### src/rtl/fir_ap_ctrl.sv
// fir_ap_ctrl: AXI-Lite control front end for the FIR engine.
//
// Owns the ap_ctrl (0x00) and data_length (0x10) registers, sequences the engine through an
// idle/run/done flow and arbitrates the single-port tap BRAM between host AXI-Lite accesses
// (tap window 0x20 .. 0x20+4*Tape_Num-4) and engine coefficient fetches.
//
// Ports:
//   axis_clk, axis_rst_n           clock, asynchronous active-low reset
//   aw*/w*                         AXI-Lite write address/data (no B channel)
//   ar*/r*                         AXI-Lite read address/data
//   tap_WE/EN/Di/A, tap_Do         tap BRAM port (tap_Do has 1-cycle latency)
//   eng_start                      one-cycle start pulse to the engine
//   eng_tap_EN/A                   engine tap read request, owns the BRAM while running
//   eng_done                       engine finished pulse
//   data_length                    configured sample count
module fir_ap_ctrl #(
  parameter int unsigned pADDR_WIDTH = 12,
  parameter int unsigned pDATA_WIDTH = 32,
  parameter int unsigned Tape_Num    = 11
) (
  input  logic                   axis_clk,
  input  logic                   axis_rst_n,
  input  logic                   awvalid,
  output logic                   awready,
  input  logic [pADDR_WIDTH-1:0] awaddr,
  input  logic                   wvalid,
  output logic                   wready,
  input  logic [pDATA_WIDTH-1:0] wdata,
  input  logic                   arvalid,
  output logic                   arready,
  input  logic [pADDR_WIDTH-1:0] araddr,
  output logic                   rvalid,
  input  logic                   rready,
  output logic [pDATA_WIDTH-1:0] rdata,
  output logic [3:0]             tap_WE,
  output logic                   tap_EN,
  output logic [pDATA_WIDTH-1:0] tap_Di,
  output logic [pADDR_WIDTH-1:0] tap_A,
  input  logic [pDATA_WIDTH-1:0] tap_Do,
  output logic                   eng_start,
  input  logic                   eng_tap_EN,
  input  logic [pADDR_WIDTH-1:0] eng_tap_A,
  input  logic                   eng_done,
  output logic [pDATA_WIDTH-1:0] data_length
);

  localparam logic [pADDR_WIDTH-1:0] AddrCtrl = '0;
  localparam logic [pADDR_WIDTH-1:0] AddrLen  = pADDR_WIDTH'(32'h10);
  localparam logic [pADDR_WIDTH-1:0] TapBase  = pADDR_WIDTH'(32'h20);
  localparam logic [pADDR_WIDTH-1:0] TapLast  = pADDR_WIDTH'(32'h20 + 4 * (Tape_Num - 1));

  typedef enum logic [1:0] {StIdle, StRun, StDone} state_e;

  state_e state_q, state_d;

  logic                   live_q;       // low during reset and the first cycle after it
  logic                   wr_acc_q;     // a write was accepted last cycle
  logic                   eng_start_q;  // doubles as the readable ap_start bit
  logic                   rd_busy_q;
  logic                   rd_ph1_q;     // read address phase done, BRAM being accessed
  logic                   rd_tap_q;
  logic                   rd_ffff_q;
  logic                   rd_done_q;    // outstanding beat returned ap_done=1
  logic                   rvalid_q;
  logic                   rsel_q;       // first beat cycle of a tap read: forward tap_Do
  logic [pADDR_WIDTH-1:0] rd_addr_q;
  logic [pDATA_WIDTH-1:0] rdata_q;
  logic [pDATA_WIDTH-1:0] data_length_q;
  logic                   axi_en_q;
  logic [3:0]             axi_we_q;
  logic [pADDR_WIDTH-1:0] axi_a_q;
  logic [pDATA_WIDTH-1:0] axi_di_q;

  logic                   aw_hs, ar_hs, ar_rdy, run, wr_start, r_beat;
  logic                   aw_tap, ar_tap;
  logic [pDATA_WIDTH-1:0] ap_reg, rd_val;

  function automatic logic in_tap(input logic [pADDR_WIDTH-1:0] a);
    return (a >= TapBase) && (a <= TapLast);
  endfunction

  always_comb begin
    run      = (state_q == StRun);
    aw_hs    = live_q && awvalid && wvalid && !wr_acc_q;
    // Writes take priority over reads in the same cycle.
    ar_rdy   = live_q && !rd_busy_q && !aw_hs;
    ar_hs    = ar_rdy && arvalid;
    aw_tap   = in_tap(awaddr);
    ar_tap   = in_tap(araddr);
    wr_start = aw_hs && (awaddr == AddrCtrl) && wdata[0] && !run;
    r_beat   = rvalid_q && rready;

    ap_reg    = '0;
    ap_reg[0] = eng_start_q;
    ap_reg[1] = (state_q == StDone);
    ap_reg[2] = (state_q != StRun);

    rd_val = '0;
    if (rd_ffff_q) begin
      rd_val = '1;
    end else if (rd_addr_q == AddrCtrl) begin
      rd_val = ap_reg;
    end else if (rd_addr_q == AddrLen) begin
      rd_val = data_length_q;
    end
  end

  always_comb begin
    state_d = state_q;
    case (state_q)
      StIdle: if (wr_start) state_d = StRun;
      StRun:  if (eng_done) state_d = StDone;
      StDone: begin
        // A new start wins over the ap_done read-clear.
        if (wr_start) begin
          state_d = StRun;
        end else if (r_beat && rd_done_q) begin
          state_d = StIdle;
        end
      end
      default: state_d = StIdle;
    endcase
  end

  always_ff @(posedge axis_clk or negedge axis_rst_n) begin
    if (!axis_rst_n) begin
      state_q       <= StIdle;
      live_q        <= 1'b0;
      wr_acc_q      <= 1'b0;
      eng_start_q   <= 1'b0;
      rd_busy_q     <= 1'b0;
      rd_ph1_q      <= 1'b0;
      rd_tap_q      <= 1'b0;
      rd_ffff_q     <= 1'b0;
      rd_done_q     <= 1'b0;
      rvalid_q      <= 1'b0;
      rsel_q        <= 1'b0;
      rd_addr_q     <= '0;
      rdata_q       <= '0;
      data_length_q <= '0;
      axi_en_q      <= 1'b0;
      axi_we_q      <= 4'h0;
      axi_a_q       <= '0;
      axi_di_q      <= '0;
    end else begin
      state_q     <= state_d;
      live_q      <= 1'b1;
      wr_acc_q    <= aw_hs;
      eng_start_q <= wr_start;
      axi_en_q    <= 1'b0;
      axi_we_q    <= 4'h0;

      // Writes in RUN to the tap window or data_length complete but are dropped.
      if (aw_hs && !run) begin
        if (awaddr == AddrLen) data_length_q <= wdata;
        if (aw_tap) begin
          axi_en_q <= 1'b1;
          axi_we_q <= 4'hF;
          axi_a_q  <= awaddr - TapBase;
          axi_di_q <= wdata;
        end
      end

      if (ar_hs) begin
        rd_busy_q <= 1'b1;
        rd_ph1_q  <= 1'b1;
        rd_addr_q <= araddr;
        rd_tap_q  <= ar_tap && !run;
        rd_ffff_q <= ar_tap && run;
        if (ar_tap && !run) begin
          axi_en_q <= 1'b1;
          axi_a_q  <= araddr - TapBase;
        end
      end

      if (rd_ph1_q) begin
        rd_ph1_q  <= 1'b0;
        rvalid_q  <= 1'b1;
        rsel_q    <= rd_tap_q;
        rdata_q   <= rd_val;
        rd_done_q <= (rd_addr_q == AddrCtrl) && (state_q == StDone);
      end

      if (rvalid_q) begin
        // Capture BRAM data so rdata stays stable while the host stalls.
        if (rsel_q) begin
          rdata_q <= tap_Do;
          rsel_q  <= 1'b0;
        end
        if (rready) begin
          rvalid_q  <= 1'b0;
          rd_busy_q <= 1'b0;
        end
      end
    end
  end

  always_comb begin
    awready     = aw_hs;
    wready      = aw_hs;
    arready     = ar_rdy;
    rvalid      = rvalid_q;
    rdata       = rsel_q ? tap_Do : rdata_q;
    eng_start   = eng_start_q;
    data_length = data_length_q;
    if (run) begin
      tap_EN = eng_tap_EN;
      tap_A  = eng_tap_A;
      tap_WE = 4'h0;
      tap_Di = '0;
    end else begin
      tap_EN = axi_en_q;
      tap_A  = axi_a_q;
      tap_WE = axi_we_q;
      tap_Di = axi_di_q;
    end
  end

endmodule

### config.mk
export PLATFORM = sky130hd
export DESIGN_NAME = fir_ap_ctrl
export DESIGN_NICKNAME = d
export VERILOG_FILES = /design/src/rtl/fir_ap_ctrl.sv
export SDC_FILE = /design/constraint.sdc
export NUM_CORES = 1
export LEC_CHECK = 0
export ABC_AREA = 1
export BUFFER_PORTS_ARGS = -buffer_cell sky130_fd_sc_hd__buf_2
export CAP_MARGIN = 20
export CORE_AREA = 3 3 125 157
export DETAILED_ROUTE_END_ITERATION = 6
export DIE_AREA = 0 0 128 160
export GPL_TIMING_DRIVEN = 0
export HOLD_SLACK_MARGIN = 0.15
export PLACE_DENSITY_LB_ADDON = 0.12
export SYNTH_ARGS = -nofsm -noshare
export SYNTH_HDL_FRONTEND = slang
export SYNTH_SLANG_ARGS = --single-unit
### constraint.sdc
create_clock -name axis_clk -period 1.6 [get_ports axis_clk]
set_clock_uncertainty 0.15 [all_clocks]
set_input_delay 0 -clock axis_clk [delete_from_list [all_inputs] [get_ports axis_clk]]
set_output_delay 0 -clock axis_clk [all_outputs]
set_load 0.02 [all_outputs]
==> summary.md, run 1 <==
| Metric | Value |
|---|---|
| Routed WL | 27.18 mm |
| Residual DRC | 0 |
| Worst Setup End Kind | flop |
| Met3 WL post-DR | about 1.2 mm |
| Setup CP Type | reg2reg |
| Mapped Area | 0.007233 sq mm |
| Critical Path RT | 1.76 ns |
| Worst Hold Class | in2reg |
| Startpoint Class | flop |
| Syn. warnings | 0 |
| Top fanout value on the critical path | 7 |
| Fin. Hold Viols | 2 |
| Row count | 55 |
| Drt wl/cell | ~17 microns |
| Vias | roughly 8,000 |
| Full die area | 0.02048 sq mm |
| Final HPWL DP | about 17 mm |
| Vias in the first global route | approximately 7,600 |
| Fmax | 0.5564 GHz |
| # setup viols final | between 150 and 200 |
| Failing checks | negative hold slack, negative setup slack |
| Critical path arrival | 1.95 ns |
| Clk root buf | clkbuf_16 |
| Static Leak | 6.326 nW |
| Die width | 128 microns |
| Max-slew violations | 0 |
| Min Tclk post-route | 1.797 ns |
| Core area | 0.01817 sq mm |
| Placed instance area | 0.008683 sq mm |
| Slew headroom | 0.5144 |
| Area grow syn2layout | 75.49% |
| Fin crit share | 1.123 |
| Setup TNS | -20.12 ns |
| Worst hold margin | -0.01357 ns |
| Num CTS Buffers | 17 |
| CTS tree | done |
| Xor and xnor area share after synthesis | 0.006054 |
| Cell area after layout | 0.01269 sq mm |
| Worst-Skew Late Latency | about 0.42 ns |
| # IOs | 226 |
| P per Cell Area | 1359 mW/mm^2 |
| CTS H-tree depth | 4 |
| Simple-gate area share of the yosys netlist | 0.2423 |
| Post-Synth Adder-Cell Area | 0.006919 |
| Worst Max-Slew Pin Slew | 0.7285 ns |
| Mux share of post-synthesis cell area | 0.004670 |
| Max Cap Viol | 0 |
| Met2 routed WL | ~14 mm |
| Cell count after synthesis | ~990 |
| GRT Total Usage | 0.2464 |
| RSZ-0062 raised after global routing | true |
| Status | complete, but fails checks |
| Met1 Wirelength | about 11 mm |
| Avg Cell Area, Syn | about 7.3 sq um |
| Share of the yosys chip area belonging to registers | 0.4636 |
| GR Overflow Total | 0 |
| ANT nets after route | 0 |
| First-pass GRT wire length | 39.88 mm |
| Pre-CTS setup slack | -0.4985 ns |
| Number of DRC markers in iteration 0 | 399 |
| Largest family of logic cells by synthesized area | simple AND/OR/NAND/NOR gates |
| Vias/cell | 4.889 |
| Initial antenna violation count | 1 |
| Fin worst setup slack | -0.1972 ns |
| Port bufs | 225 |
| Die Ht | around 160 microns |
| Final net count | 1,503 |
| Synth Register Bits | 134 |
| Initial Util | 0.3981 |
| Layout cells sized above 1 | 0.3896 |
| TritonRoute pass-1 iters | 5 |
| GP Congestion | 0.9310 |
| Pin count of the biggest net entering global routing | 76 |
| DR top layer | met4 |
| Clock Sinks | 134 |
| Clock-pin slew of the registers on the worst-case setup and hold paths | 0.06 ns |
| Filler cell count | 1,417 |
| Synth cell types | 37 |
| CTS Buffer Depth | 2 |
| Mapped Nets | 1,098 |
| Compound-Gate Fraction of Synth Area | 0.1456 |
| Max IR drop VDD | 0.0008434 V |
[worst max-delay path, cell delays in order, from the launching register on]
cell and delay (ns):
dfrtp_1 0.38, inv_2 0.08, nor2_4 0.06, buf_4 0.14
nor2_4 0.11, nand2_2 0.07, nor2_4 0.13, nand2_4 0.10
buf_12 0.17, clkbuf_16 0.16, nand2_1 0.06, o21ai_1 0.06
[layout by cell type, fill, tap and decap left out, drive strengths merged]
cell type,n
buf,308
nand2,250
inv,174
o21ai,156
dfrtp,134
dlygate4sd3,106
nor2,102
nand3,51
clkbuf,43
a21oi,36
clkinv,6
xor2,5
clkinvlp,5
bufinv,5
ha,4
nand4,4
nor3,4
mux2,3
nand3b,2
diode,1
and2,1
or2,1
a31oi,1
nor4,1
o21a,1
conb,1
[final cells by class]
| cell class | count | area (sq um) | area share |
|---|---|---|---|
| repair buffers | 388 | 3317 | 0.2613 |
| clock inverters | 13 | 203.9 | 0.01607 |
| clock buffers | 19 | 442.9 | 0.03489 |
| flip-flops and latches | 134 | 3353 | 0.2642 |
| plain buffers | 50 | 626.9 | 0.04938 |
| inverters | 177 | 678.2 | 0.05343 |
| well taps | 228 | 285.3 | 0.02247 |
| diodes | 1 | 2.502 | 0.0001971 |
| multi-input cells | 623 | 3784 | 0.2981 |
[logic make-up after synthesis]
kind of cell    count (synthesis)
flops                         134
fa+ha+maj                       4
simple gates                  415
compound gates                194
buf+inv                       230
xor+xnor                        5
mux                             3
other cells                     1
[power breakdown]
group	switching, mW	leakage (nW)	internal [mW]
clock network	1.56	0.305	2.80
logic	4.49	4.29	3.94
registers	0.336	1.73	4.12
total	6.39	6.33	10.9
[registers in the layout, summed over array words and instances (netlist names), 2 cells and up]
| name | flops |
|---|---|
| rd_addr_q | 12 |
| axi_di_q | 32 |
| state_q | 2 |
| rdata_q | 32 |
| axi_a_q | 12 |
| data_length | 32 |
[Yosys cell counts]
master	count	area, sq um
conb_1	1	3.750
a21oi_1	35	175.2
nor3_1	3	15.01
nand4_4	1	21.27
buf_6	5	56.30
a21oi_2	1	8.760
nor2_4	4	45.04
a31oi_1	1	6.260
buf_4	4	30.03
o21ai_0	108	540.5
clkinv_1	3	11.26
o21ai_2	20	175.2
nor2_2	4	25.02
nand3b_1	2	15.01
nand3_2	3	30.03
or2_1	1	6.260
nand3_1	47	235.2
nor2_1	94	352.8
mux2_2	3	33.78
clkbuf_1	29	108.9
nand2_4	1	11.26
nor4_1	1	6.260
dfrtp_1	134	3353
xor2_1	5	43.79
nor3_2	1	10.01
o21ai_1	28	140.1
nand4_1	3	18.77
inv_1	172	645.6
buf_1	2	7.510
nand2_1	241	904.6
inv_2	2	7.510
nand2_2	8	50.05
ha_1	4	50.05
buf_2	12	60.06
buf_8	1	15.01
and2_1	1	6.260
o21a_1	1	7.510
[repair_timing]
item / in CTS / in global routing
buffers inserted: 25 / 13
pin swaps: 28 / 52
cloned: 11 / 8
hold endpoints to repair: 265 / 84
setup endpoints to repair: 197 / 207
gates resized for setup: 310 / 214
hold buffers: 96 / 10
[through the flow]
stage | std cells | hold slack [ns] | util | power [mW]
floorplan | 986 | -0.4456 | - | 7.612
global placement | 1439 | 0.06668 | 0.4761 | 9.196
detailed placement | 1440 | -0.06539 | 0.4780 | 9.269
CTS | 1601 | -0.2126 | 0.6386 | 15.44
global route | 1633 | 0.02594 | 0.6987 | 18.08
finish | 1633 | -0.01357 | 0.6987 | 17.24
[worst paths after layout]
kind                                                 end  slack [ns]                     from  cells past startpoint
min in group asynchronous           rdata_q[6]$_DFF_PN0_           0               axis_rst_n                      2
worst max-delay path            axi_di_q[12]$_DFFE_PN0P_       -0.20   state_q[0]$_DFFE_PN0P_                     11
max in group asynchronous       axi_di_q[26]$_DFFE_PN0P_        0.54               axis_rst_n                      3
worst min-delay path                axi_a_q[7]$_DFF_PN0_       -0.01               awaddr[11]                      8
worst max register to register  axi_di_q[12]$_DFFE_PN0P_       -0.20   state_q[0]$_DFFE_PN0P_                     11
worst min register to register   axi_di_q[3]$_DFFE_PN0P_        0.33  axi_di_q[3]$_DFFE_PN0P_                      2
[metal layers]
layer / up-vias / GRT usage
met3: 48 / 0.04517
met2: 249 / 0.4278
met4: 0 / 0.08784
li1: 3871 / -
met5: - / 0
met1: 3816 / 0.3041
Note: power is estimated with default switching activity, not from simulation.
==> run 2, diff against run 1 <==
--- a/config.mk
+++ b/config.mk
@@ -17,3 +17,4 @@
 export SYNTH_ARGS = -nofsm -noshare
 export SYNTH_HDL_FRONTEND = slang
 export SYNTH_SLANG_ARGS = --single-unit
+export TNS_END_PERCENT = 1
==> constraint.sdc (replaced) <==
create_clock -name axis_clk -period 1.6 [get_ports axis_clk]
set_clock_uncertainty 0.15 [all_clocks]
set_input_delay 0.08 -clock axis_clk [delete_from_list [all_inputs] [get_ports axis_clk]]
set_output_delay 0.08 -clock axis_clk [all_outputs]
set_load 0.02 [all_outputs]
==> summary.md, run 2 (synthesized netlist as in run 1, its figures left out) <==
| Metric | Value |
|---|---|
| Status | complete, but fails checks |
| Failing checks | negative hold slack, negative setup slack |
| Startpoint Class | primary input |
| Combinational share of power | 0.409 (-0.080) |
| Hold_sp | awvalid |
| Clk root buf | clkbuf_16 |
| Clk pwr share | 0.292 (+0.039) |
| Worst Hold Class | in2reg |
| Worst path cell trace | buf_2 -> dlygate4sd3_1 -> nor2_1 -> nor2_1 -> nor2_1 -> nand2_2 -> nor2_4 -> nand2_4 -> buf_12 -> buf_6 -> nand2_1 -> o21ai_2 |
| Critical path arrival | 2.02 ns (+0.07 ns) |
| Critical Path RT | 1.76 ns (about the same) |
| Die Ht | 160 microns (unchanged) |
| Vias in the first global route | 7,293 (-4.4%) |
| Final HPWL DP | 17.12 mm (unchanged) |
| Drt wl/cell | 15.10 microns (-9.3%) |
| Hold depth | 3 (-5) |
| Slew headroom | 0.5141 (about the same) |
| Worst R2R Setup Slack | -0.24 ns (-0.04 ns) |
| Most common cell after layout, fill and taps aside | nand2_1 |
| Max-slew violations | 0 (unchanged) |
| Port bufs | 225 (unchanged) |
| Seq pwr share | 0.299 (+0.041) |
| Crit path max-delay family | buffers and inverters |
| Leading cell types in the layout, fill and taps excluded | 230 x nand2_1, 179 x buf_2, 168 x inv_1, 134 x dfrtp_1, 96 x dlygate4sd3_1 |
| Fin. Hold Viols | 1 (-1) |
| CP most frequent cell | nor2_1 |
| Fin worst setup slack | -0.2622 ns (-0.06500 ns) |
| Clock Sinks | 134 (unchanged) |
| GP Congestion | 0.9310 (unchanged) |
| Layout cells sized above 1 | 0.3089 (-0.08066) |
| # setup viols final | 167 (-11%) |
| Max Cap Viol | 0 (unchanged) |
| RSZ-0062 raised after global routing | true |
| Area of the multi-input gates | 0.003133 sq mm (-17%) |
| Sw power | 5.364 mW (-16%) |
| Routed WL | 23.88 mm (-12%) |
| Setup CP Type | in2reg |
| Internal power | 9.440 mW (-13%) |
| Clock-pin slew of the registers on the worst-case setup and hold paths | 0.06 ns (about the same) |
| Buf+Inv Stages, Crit Path | 4 (unchanged) |
| Fin crit share | 1.164 (+0.04062) |
| # hold bufs at CTS | 96 (unchanged) |
| Fmax | 0.5370 GHz (-3.5%) |
| Reg area | 0.003353 sq mm (unchanged) |
| Placed instance area | 0.008683 sq mm (unchanged) |
| Core area | 0.01817 sq mm (unchanged) |
| Filler cell count | 1,657 (+17%) |
| Ant. Diodes | 0 (-1) |
| Max stage delay on crit path | 0.60 ns (+0.22 ns) |
| Slowest CP cell | dlygate4sd3_1 |
| Top fanout value on the critical path | 10 (+3) |
| Reg2reg path depth | 11 (unchanged) |
| Full die area | 0.02048 sq mm (unchanged) |
| Worst Max-Slew Pin Slew | 0.7289 ns (+0.0004281 ns) |
| Reg-to-Reg Start | state_q[0]$_DFFE_PN0P_ |
| CTS Buffer Depth | 2 (unchanged) |
| ANT nets after route | 0 (unchanged) |
| Vias | 7,430 (-6.9%) |
| Initial antenna violation count | 0 (-1) |
| Reg-to-Reg End | axi_di_q[18]$_DFFE_PN0P_ |
| Die width | 128 microns (unchanged) |
| First-pass GRT wire length | 38.05 mm (-4.6%) |
| Min Tclk post-route | 1.862 ns (+0.06500 ns) |
| Final net count | 1,452 (-3.4%) |
| TritonRoute pass-1 iters | 6 (+1) |
| Cell area after layout | 0.01108 sq mm (-13%) |
| Switch share | 0.3623 (-0.008304) |
| Max IR drop VDD | 0.0007874 V (-6.6%) |
| Vias/cell | 4.700 (-3.9%) |
| Num CTS Buffers | 17 (unchanged) |
| Residual DRC | 0 (unchanged) |
| Number of DRC markers in iteration 0 | 405 (+1.5%) |
| CTS H-tree depth | 4 (unchanged) |
| Initial Util | 0.3981 (unchanged) |
| Row count | 55 (unchanged) |
| Static Leak | 5.678 nW (-10%) |
| Hold endpoint | eng_start$_DFF_PN0_ |
| CTS tree | done |
| Pin count of the biggest net entering global routing | 76 (unchanged) |
| # IOs | 226 (unchanged) |
| Worst hold margin | -0.1199 ns (-0.1063 ns) |
| Worst Setup End Kind | flop |
| Worst-Skew Late Latency | 0.42 ns (about the same) |
| GR Overflow Total | 0 (unchanged) |
| GRT Total Usage | 0.2344 (-0.01206) |
| Area grow syn2layout | 53.24% |
| P per Cell Area | 1336 mW/mm^2 (-1.7%) |
[run 2: changes by cell type in the layout (fill, tap and decap cells not counted), sizes merged]
cell / change
diode: -1
inv: +1
clkinvlp: -1
buf: -33
clkbuf: -7
dlygate4sd3: -10
nand3: -1
[run 2: worst max path at each step]
stage	depth (start not counted)	start	to	slack, ns
final	12	awaddr[5]	axi_di_q[18]$_DFFE_PN0P_	-0.26
after global routing	6	state_q[1]$_DFFE_PN0P_	tap_A[11]	-0.33
after CTS	7	state_q[0]$_DFFE_PN0P_	tap_WE[1]	-0.25
after detailed placement	6	state_q[1]$_DFFE_PN0P_	tap_WE[1]	-0.58
after global placement	1	axis_rst_n	wr_acc_q$_DFF_PN0_	-1.69
after floorplan	5	state_q[1]$_DFFE_PN0P_	tap_WE[1]	-0.01
[run 2: power by group through the flow]
| stage | clock [mW] | combinational (mW) | sequential [mW] |
|---|---|---|---|
| finish | 4.33 | 6.05 | 4.43 |
| floorplan | 0 | 3.21 | 4.40 |
| detailed placement | 0 | 4.81 | 4.46 |
| global route | 4.54 | 6.65 | 4.50 |
| CTS | 4.40 | 5.67 | 4.41 |
| global placement | 0 | 4.75 | 4.45 |
[run 2: worst reg2reg max path, delay by kind of cell, from the launching register on]
kind	cells	cell delay, ns
compound gates	1	0.05
flops	1	0.38
simple gates	6	0.62
buf+inv	4	0.52
[run 2: through the flow]
stage	TNS (ns)	setup WS, ns	std cells	util	power, mW
finish	-23.51	-0.2622	1581	0.6101	14.80
global route	-37.66	-0.3330	1581	0.6101	15.70
CTS	-24.54	-0.2523	1579	0.5955	14.48
detailed placement	-41.99	-0.5785	1440	0.4780	9.269
global placement	-264.58	-1.693	1439	0.4761	9.196
floorplan	-0.03222	-0.01074	986	-	7.612
[run 2: repair_timing]
action | in CTS | in global routing
gates cloned | 2 | 1
gates resized for setup | 160 | 110
setup endpoints to repair | 198 | 206
pin swaps | 5 | 12
setup buffers | 12 | 1
hold endpoints to repair | 264 | 2
[run 2: area by class of cell]
class / instances / share of cell area
Buffer: 50 / 0.04425
Clock buffer: 19 / 0.03996
Clock inverter: 13 / 0.01840
Inverter: 177 / 0.06118
Multi-Input combinational cell: 622 / 0.2826
Sequential cell: 134 / 0.3025
Tap cell: 228 / 0.02574
Timing Repair Buffer: 338 / 0.2253
[run 2: routing by layer]
| layer | part of all wire | wire length [microns] | up-vias | global-route usage |
|---|---|---|---|---|
| met3 | 0.047 | 1126 | 33 | 0.04082 |
| met4 | 0.020 | 476 | 0 | 0.07577 |
| met1 | 0.42 | 10110 | 3437 | 0.2962 |
| li1 | - | - | 3749 | - |
| met5 | 0 | 0 | - | 0 |
| met2 | 0.51 | 12170 | 211 | 0.4044 |
==> run 3, diff against run 2 <==
--- a/config.mk
+++ b/config.mk
@@ -6,7 +6,7 @@
 export NUM_CORES = 1
 export LEC_CHECK = 0
 export ABC_AREA = 1
-export BUFFER_PORTS_ARGS = -buffer_cell sky130_fd_sc_hd__buf_2
+export BUFFER_PORTS_ARGS = -buffer_cell sky130_fd_sc_hd__buf_4
 export CAP_MARGIN = 20
 export CORE_AREA = 3 3 125 157
 export DETAILED_ROUTE_END_ITERATION = 6
==> constraint.sdc (replaced) <==
create_clock -name axis_clk -period 2.29 [get_ports axis_clk]
set_clock_uncertainty 0.15 [all_clocks]
set_input_delay 0.1145 -clock axis_clk [delete_from_list [all_inputs] [get_ports axis_clk]]
set_output_delay 0.1145 -clock axis_clk [all_outputs]
set_load 0.02 [all_outputs]
==> summary.md, run 3 (synthesized netlist as in run 1, its figures left out) <==
| Metric | Value |
|---|---|
| Worst Max-Slew Pin Slew | 0.6018 ns (-0.1271 ns) |
| Most common cell after layout, fill and taps aside | nand2_1 |
| Hold depth | 5 (+2) |
| Layout cells sized above 1 | 0.2435 (-0.06542) |
| Worst-Skew Late Latency | 0.42 ns (about the same) |
| Core area | 0.01817 sq mm (unchanged) |
| Worst Setup End Kind | output pin |
| Vias | 7,456 (+0.35%) |
| Combinational share of power | 0.395 (-0.014) |
| Hold_sp | awvalid |
| Min Tclk post-route | approximately 2.2 ns |
| # IOs | 226 (unchanged) |
| Clk pwr share | 0.293 (about the same) |
| Clock-pin slew of the registers on the worst-case setup and hold paths | 0.06 ns (about the same) |
| Reg2reg path depth | 9 (-2) |
| Hold endpoint | rd_addr_q[0]$_DFFE_PN0N_ |
| Die width | 128 microns (unchanged) |
| Max-slew violations | 0 (unchanged) |
| Residual DRC | 0 (unchanged) |
| CTS Buffer Depth | 2 (unchanged) |
| Seq pwr share | 0.312 (+0.013) |
| Reg-to-Reg End | state_q[0]$_DFFE_PN0P_ |
| ANT nets after route | 0 (unchanged) |
| Area grow syn2layout | 51.41% |
| Initial antenna violation count | 0 (unchanged) |
| Full die area | 0.02048 sq mm (unchanged) |
| CTS H-tree depth | 4 (unchanged) |
| Status | completed |
| Fin crit share | 0.9631 |
| Die Ht | 160 microns (unchanged) |
| TritonRoute pass-1 iters | 5 (-1) |
| First-pass GRT wire length | 37.87 mm (-0.49%) |
| Leading cell types in the layout, fill and taps excluded | 241 x nand2_1, 231 x buf_4, 172 x inv_1, 134 x dfrtp_1, 108 x o21ai_0 |
| Port bufs | 225 (unchanged) |
| Row count | 55 (unchanged) |
| RSZ-0062 raised after global routing | true |
| Sw power | 3.542 mW (-34%) |
| Num CTS Buffers | 17 (unchanged) |
| Max IR drop VDD | 0.0004740 V (-40%) |
| Worst R2R Setup Slack | 0.25 ns (+0.49 ns) |
| Initial Util | 0.3981 (unchanged) |
| Vias in the first global route | 7,457 (+2.2%) |
| Top fanout value on the critical path | 10 (unchanged) |
| Vias/cell | 4.722 (+0.48%) |
| GRT Total Usage | 0.2320 (-0.002387) |
| Final HPWL DP | 17.56 mm (+2.6%) |
| Clock Sinks | 134 (unchanged) |
| Startpoint Class | flop |
| Fin. Hold Viols | 0 (-1) |
| Ant. Diodes | 0 (unchanged) |
| Internal power | 6.319 mW (-33%) |
| GP Congestion | 0.8730 (-6.2%) |
| Critical path arrival | 1.94 ns (-0.08 ns) |
| Pre-CTS setup slack | 0.1147 ns (+0.6933 ns) |
| Static Leak | 5.544 nW (-2.3%) |
| GR Overflow Total | 0 (unchanged) |
| Fmax | 0.4534 GHz |
| Filler cell count | 1,689 (+1.9%) |
| Core Util, Final | 0.6028 (-0.007300) |
| Slew headroom | 0.5988 (+0.08475) |
| Worst Hold Class | in2reg |
| Clk root buf | clkbuf_16 |
| Fin worst setup slack | 0.08450 ns (+0.3467 ns) |
| Pin count of the biggest net entering global routing | 92 (+21%) |
| # setup viols final | 0 (-100%) |
| Routed WL | 23.64 mm (-1.0%) |
| Setup CP Type | reg2out |
| Drt wl/cell | 14.97 microns (-0.89%) |
| CTS tree | done |
| Max Cap Viol | 0 (unchanged) |
| P per Cell Area | 900.4 mW/mm^2 (-33%) |
| Switch share | 0.3592 (-0.003103) |
| Reg-to-Reg Start | state_q[0]$_DFFE_PN0P_ |
| Number of DRC markers in iteration 0 | 612 (+51%) |
| Final net count | 1,450 (-0.14%) |
| Critical Path RT | 2.03 ns (+0.27 ns) |
run 3: changes by cell type in the layout (fill, tap and decap cells not counted), moves of 8 or more:
cell	change
o21ai_0	+44
nand2_1	+11
o21ai_2	-9
buf_4	+179
buf_6	-25
nand2_2	-11
dlygate4sd3_1	+8
nor2_2	-15
clkbuf_1	+28
buf_2	-168
o21ai_1	-35
nor2_1	+22
run 3: per-stage QoR:
step	area, sq um	power (mW)	setup TNS (ns)	cells	hold WS [ns]
final	10950	9.861	0	1579	0.1549
after global routing	10950	10.48	-0.3326	1579	0.1936
after CTS	10950	9.918	0	1580	0.1567
after detailed placement	9239	6.837	0	1440	-0.08235
after global placement	9208	6.774	0	1439	0.1796
after floorplan	7233	5.317	0	986	-0.3311
run 3: worst max path at each step:
stage | from | to | slack, ns | depth (start not counted)
after global placement | state_q[1]$_DFFE_PN0P_ | tap_WE[3] | 0.12 | 6
final | rsel_q$_DFF_PN0_ | rdata[30] | 0.08 | 4
after detailed placement | state_q[1]$_DFFE_PN0P_ | tap_WE[2] | 0.11 | 6
after global routing | state_q[0]$_DFFE_PN0P_ | tap_Di[12] | -0.06 | 6
after floorplan | state_q[0]$_DFFE_PN0P_ | tap_WE[1] | 0.50 | 6
after CTS | state_q[0]$_DFFE_PN0P_ | tap_WE[2] | 0.02 | 7
run 3: per-layer routing:
layer / vias up / GRT usage / share of wire
met5: - / 0 / 0
met4: 0 / 0.08832 / 0.029
met3: 42 / 0.04048 / 0.051
met2: 241 / 0.4051 / 0.51
met1: 3428 / 0.2829 / 0.41
li1: 3745 / - / -
run 3: power groups by stage:
stage	registers (mW)	clock network, mW	logic, mW
final	3.08	2.89	3.90
after global routing	3.13	3.02	4.33
after CTS	3.08	2.93	3.92
after detailed placement	3.11	0	3.72
after global placement	3.10	0	3.68
after floorplan	3.08	0	2.24
run 3: cell type report:
| cell class | instances | area (sq um) | area share |
|---|---|---|---|
| Clock buffer | 24 | 471.7 | 0.04307 |
| Tap cell | 228 | 285.3 | 0.02605 |
| Inverter | 177 | 668.1 | 0.06101 |
| Clock inverter | 8 | 146.4 | 0.01337 |
| Multi-Input combinational cell | 622 | 2938 | 0.2682 |
| Sequential cell | 134 | 3353 | 0.3062 |
| Timing Repair Buffer | 334 | 2811 | 0.2567 |
| Buffer | 52 | 277.8 | 0.02536 |
run 3: critical path, cell delays in order (launching register included):
cell and delay [ns]:
dfrtp_1 0.31, buf_2 0.24, clkbuf_1 0.47, o21ai_0 0.27, buf_4 0.22
run 3: timing repair:
item,in CTS,in global routing
hold buffers,105,0
pin swaps,1,0
hold endpoints to repair,261,0
setup endpoints to repair,19,19
resized for setup,2,3
buffers inserted,3,0
